<file path="src/rtl/piso.sv">
// Word-to-beat serializer, LSB element first; first beat valid one cycle after accept.
// Holds beat outputs stable while yumi_i is low; a one-word holding buffer gives gapless streaming.
module piso #(
   parameter int width_p = 1,
   parameter int depth_p = 8
) (
   input  logic                       clk_i,
   input  logic                       reset_i,
   input  logic                       valid_i,
   output logic                       ready_o,
   input  logic [width_p*depth_p-1:0] data_i,
   output logic                       valid_o,
   output logic [width_p-1:0]         data_o,
   output logic                       last_o,
   input  logic                       yumi_i
);

   localparam int cnt_w = $clog2(depth_p);

   logic [width_p*depth_p-1:0] shift_r;
   logic [width_p*depth_p-1:0] hold_r;
   logic                       act_r;
   logic                       hold_v_r;
   logic [cnt_w-1:0]           cnt_r;

   logic accept;
   logic consume;
   logic free;

   assign data_o  = shift_r[width_p-1:0];
   assign valid_o = act_r;
   assign last_o  = act_r & (cnt_r == cnt_w'(depth_p - 1));
   assign ready_o = ~hold_v_r & ~reset_i;

   assign accept  = valid_i & ready_o;
   assign consume = yumi_i & act_r;
   // Shifter can take a new word on this edge: idle, or its last beat leaves now.
   assign free    = ~act_r | (yumi_i & last_o);

   always_ff @(posedge clk_i or posedge reset_i) begin
      if (reset_i) begin
         shift_r  <= '0;
         hold_r   <= '0;
         act_r    <= 1'b0;
         hold_v_r <= 1'b0;
         cnt_r    <= '0;
      end else begin
         if (free && hold_v_r) begin
            shift_r  <= hold_r;
            act_r    <= 1'b1;
            cnt_r    <= '0;
            hold_v_r <= 1'b0;
         end else if (free && accept) begin
            shift_r <= data_i;
            act_r   <= 1'b1;
            cnt_r   <= '0;
         end else begin
            if (consume) begin
               shift_r <= shift_r >> width_p;
               if (last_o) begin
                  act_r <= 1'b0;
                  cnt_r <= '0;
               end else begin
                  cnt_r <= cnt_r + cnt_w'(1);
               end
            end
            if (accept) begin
               hold_r   <= data_i;
               hold_v_r <= 1'b1;
            end
         end
      end
   end

endmodule

</file>
<file path="config.mk">
export PLATFORM = sky130hd
export DESIGN_NAME = piso
export DESIGN_NICKNAME = d
export VERILOG_FILES = /design/src/rtl/piso.sv
export SDC_FILE = /design/constraint.sdc
export NUM_CORES = 1
export LEC_CHECK = 0
export ABC_AREA = 1
export BUFFER_PORTS_ARGS = -buffer_cell sky130_fd_sc_hd__buf_2
export CAP_MARGIN = 20
export CORE_MARGIN = 2
export CORE_UTILIZATION = 55
export DETAILED_ROUTE_END_ITERATION = 16
export PLACE_DENSITY = 0.79
export SLEW_MARGIN = 20
export SYNTH_ARGS = -nofsm -noshare
export SYNTH_HDL_FRONTEND = slang
export SYNTH_SLANG_ARGS = --single-unit
</file>
<file path="constraint.sdc">
create_clock -name clk_i -period 3.15 [get_ports clk_i]
set_input_delay 0.63 -clock clk_i [delete_from_list [all_inputs] [get_ports clk_i]]
set_output_delay 0.63 -clock clk_i [all_outputs]
set_load 0.02 [all_outputs]
</file>
Yosys cells after proc, flatten, opt, wreduce, memory -nomap -nowiden
Index checks and enable logic that the tools add are counted.

Register bits: 21. Input bits: 12. Output and inout bits: 4. Logic and storage cells: 41.

$add $sub $neg: 1. Equality and inequality tests: 2. Mux-type cells: 14. Bitwise gates (word level): 11. Reductions and logical operators: 8.

Operator list (count): two-way mux 8 bit (3); two-way mux 3 bit (4); two-way mux 1 bit (7); nonzero test 3 bit (2); AND 1 bit (5); NOT 1 bit (5); AND reduction 2 bit (2); adder 3 x 1 -> 3 bit (second input constant) (1); == test 3 bit (second input constant) (1); AND reduction 3 bit (1); logical AND 1 bit (2); != test 2 bit (second input constant) (1); nonzero test 2 bit (1); bitwise OR 1 bit (1).

Longest topological paths before layout
Depth after elaboration: 7. Mapped depth: 10.

Worst setup path before layout
No wires, ideal clock.

Path type: reg-to-reg. Start: register cnt_r[0]. End: register shift_r[1]. Library setup time: 116 ps. Arrival: 1447 ps. Required time: 3034 ps. Slack: 1587 ps. Cell stages (with the launch flop): 11. Period minus slack after synthesis: 1563 ps. Path through: dfrtp_1 > ha_1 > ha_1 > nand2_1 > nand2_4 > buf_6 > buf_2 > nand4_1 > nand3_1 > nand2_1 > nand2_1.

Longest elaborated chain between the ends: 7.

RTL lines: start, declared (line 24) `logic [cnt_w-1:0] cnt_r;`; start signal, assigned (line 64) `cnt_r <= cnt_r + cnt_w'(1);`; == test 3 bit (*) (line 32) `assign last_o = act_r & (cnt_r == cnt_w'(depth_p - 1));`; AND 1 bit (*) (line 32); AND 1 bit (*) (line 38) `assign free = ~act_r | (yumi_i & last_o);`; bitwise OR 1 bit (*) (line 38); logical AND 1 bit (line 53) `end else if (free && accept) begin`; two-way mux 8 bit (line 53); two-way mux 8 bit (line 48) `if (free && hold_v_r) begin`; end signal, assigned (line 49) `shift_r <= hold_r;`; end signal, assigned (line 54) `shift_r <= data_i;`; end signal, assigned (line 59) `shift_r <= shift_r >> width_p;`; end, declared (line 20) `logic [width_p*depth_p-1:0] shift_r;`.

Every way passes the cells marked *; elsewhere a longest branch is shown, timed or not. A chain may end at the register's enable or synchronous reset.

Worst setup path in the final report
Start: register cnt_r[0]. End: output last_o.

Longest elaborated chain between the ends: 2.

RTL lines: == test 3 bit (line 32); AND 1 bit (line 32); end, declared (line 14) `output logic last_o,`.

No other way between the ends.

==> metrics.txt <==
status=finished, final reports clean; Fin Setup TNS=0 ns; Layout area overhead=6.40%; DP HPWL=1.70 mm; min Tclk post-route=2.01 ns; clock slew seen by the registers of the worst setup and hold paths=0.12 ns; placed inst area=1240 um2; CTS Buf Count=3; Max rail drop VDD=0.525 mV; met3 usage=2.68%; post-route cell area=1270 um2; CP Buf/Inv Count=2; vias in the first global route=991; crit-path cells=ha_1 > ha_1 > nand2_1 > inv_1 > buf_2; CP Max Fanout=3; clk_lat worst skew=0.30 ns; postcts setup bufs=0; GRT Overall Usage=20.7%; initial core utilization=59.6%; Final Setup Violations=0; Final Skew=0.00224 ns; global routing met1 resource utilization=25.5%; WL/cell=11.4 um; Synth Cell Area=1190 um2; core area=2000 um2; Slowest-stage cell, CP=dfrtp_1; Max Cap Viol=0; Total Wirelength=2.19 mm; I/O pin cnt=16; # placed instances=189; Final #Nets=181; Post-DRT Antenna Nets=0; family with the most delay on the worst path=flip-flops; non-filler cells, final=193; final core utilization=63.4%; # port buffers=15; first-pass GRT wire length=4.08 mm; Final Hold Fails=0; via/cell ratio=5.15; yosys warns=0; flops & latches, synth=21; GRT busiest layer=met2; Critical Path AT=1.38 ns; DRT Pass-1 Iters=4; Distinct cells, synth=20; total nets after synthesis=167; Die Ht=50.6 um; worst rel slew slack=47.8%; Clock Sink Count=21; Slew @ Worst Pin=0.782 ns; Max Slew Vio Count=0; final worst path period share=63.7%; Static Leak=0.717 nW; Setup CP Type=reg2out; Max stage delay on crit path=0.42 ns; Worst Path Required=2.52 ns; DRC=0; Post-Synthesis Mean Instance Area=7.79 um2; unrepaired setup endpoints after global routing=false; instance count of the mapped netlist=153; post-CTS sizing=0; hold_ws=0.492 ns; initial antenna violation count=0; register area share after synthesis=44.1%; # diodes=0; HP Class=reg2reg; hold_buf cts=0; chip width=50.6 um; Clock Root Buffer=clkbuf_4; Power Dens Cells=859 nW/um2; GRT overflow=0; H-tree depth=1; largest net degree at the start of global routing=22; Initial DRC Count=16; Die ar.=2560 um2; CTS tree=done; gpl congestion=0.788; most frequent cell on the critical path=ha_1; Filler Cell Count=195; fraction of layout cells with a size suffix above 1=16.9%; Max Buffers Root-to-Sink=2; vias after detailed routing=993; fmax=0.498 GHz; FP Rows=16; met2 Usage GRT=37.7%; crit path launch type=register; Critical Path End Type=primary output
power breakdown:
part           total, mW  leakage (nW)  switching [mW]  internal [mW]
clock              0.129        0.0177          0.0813         0.0472
sequential         0.472         0.263          0.0822          0.390
combinational      0.490         0.436           0.322          0.167
total               1.09         0.717           0.486          0.605
tightest hold or removal path, cell delays in order (launching register included):
cell and delay, ns:
dfrtp_1 0.36, nand2_1 0.05, nand2_1 0.06
cells in the final DEF (no fill, tap or decap):
master	Yosys	layout
dfrtp_1	21	21
nand2_4	3	3
nand3_1	17	17
nor2_1	4	4
nand3_4	1	1
nor2_4	1	1
nand2_1	59	59
inv_2	2	2
a21oi_1	1	1
clkbuf_4	0	3
o21ai_0	8	8
nand2_2	1	1
inv_1	18	18
buf_2	1	15
clkinv_2	0	1
ha_1	2	2
o21a_1	1	1
nand4_1	7	7
nor2_8	1	1
area by class of cell:
type	count	area (um2)	area share, %
inverter	20	75.1	5.92
timing repair buffer	15	75.1	5.92
tap	27	33.8	2.66
multi-input combinational	106	532	41.9
sequential	21	526	41.4
clock buffer	3	22.5	1.78
clock inverter	1	5.00	0.394
metal layers:
metal,up-vias,wire [um]
li1,509,-
met1,468,993
met2,14,1130
met3,2,56
met4,0,15
met5,-,0
state kept, by name, summed over array words and instances (netlist names):
register / count
hold_v_r: 1
valid_o: 1
cnt_r: 3
hold_r: 8
shift_r: 8
cell usage after synthesis (all sizes together):
cell    count  area share, %
a21oi       1           0.42
dfrtp      21             44
inv        20            6.3
o21ai       8            3.4
nor2        6            3.9
nand4       7            3.7
clkbuf      1            1.2
ha          2            2.1
o21a        1           0.63
nand3      18            8.6
buf         5            3.9
nand2      63             22
through the flow:
| stage | total power [mW] | setup WS, ns |
|---|---|---|
| after floorplan | 0.899 | 1.59 |
| after global placement | 0.948 | 1.36 |
| after detailed placement | 0.972 | 1.36 |
| after CTS | 1.10 | 1.14 |
| after global routing | 1.21 | 1.07 |
| final | 1.09 | 1.14 |
final timing paths:
kind / startpoint / end / slack, ns / cells past startpoint
max in group asynchronous: reset_i / cnt_r[1] / 2.16 / 2
max: cnt_r[0] / last_o / 1.14 / 5
min: shift_r[0] / shift_r[0] / 0.49 / 2
max reg2reg: cnt_r[0] / shift_r[6] / 1.39 / 9
min in group asynchronous: reset_i / hold_r[1] / 0.51 / 2
min reg2reg: shift_r[0] / shift_r[0] / 0.49 / 2
cells by family after synthesis:
logic type,Yosys count,synth area share [%]
AO/OA/AOI/OAI,10,4.41
adder cells (fa/ha/maj),2,2.10
buffers and inverters,26,11.3
flip-flops,21,44.1
AND/OR/NAND/NOR,94,38.1
Power figures use the tool's default switching activity.
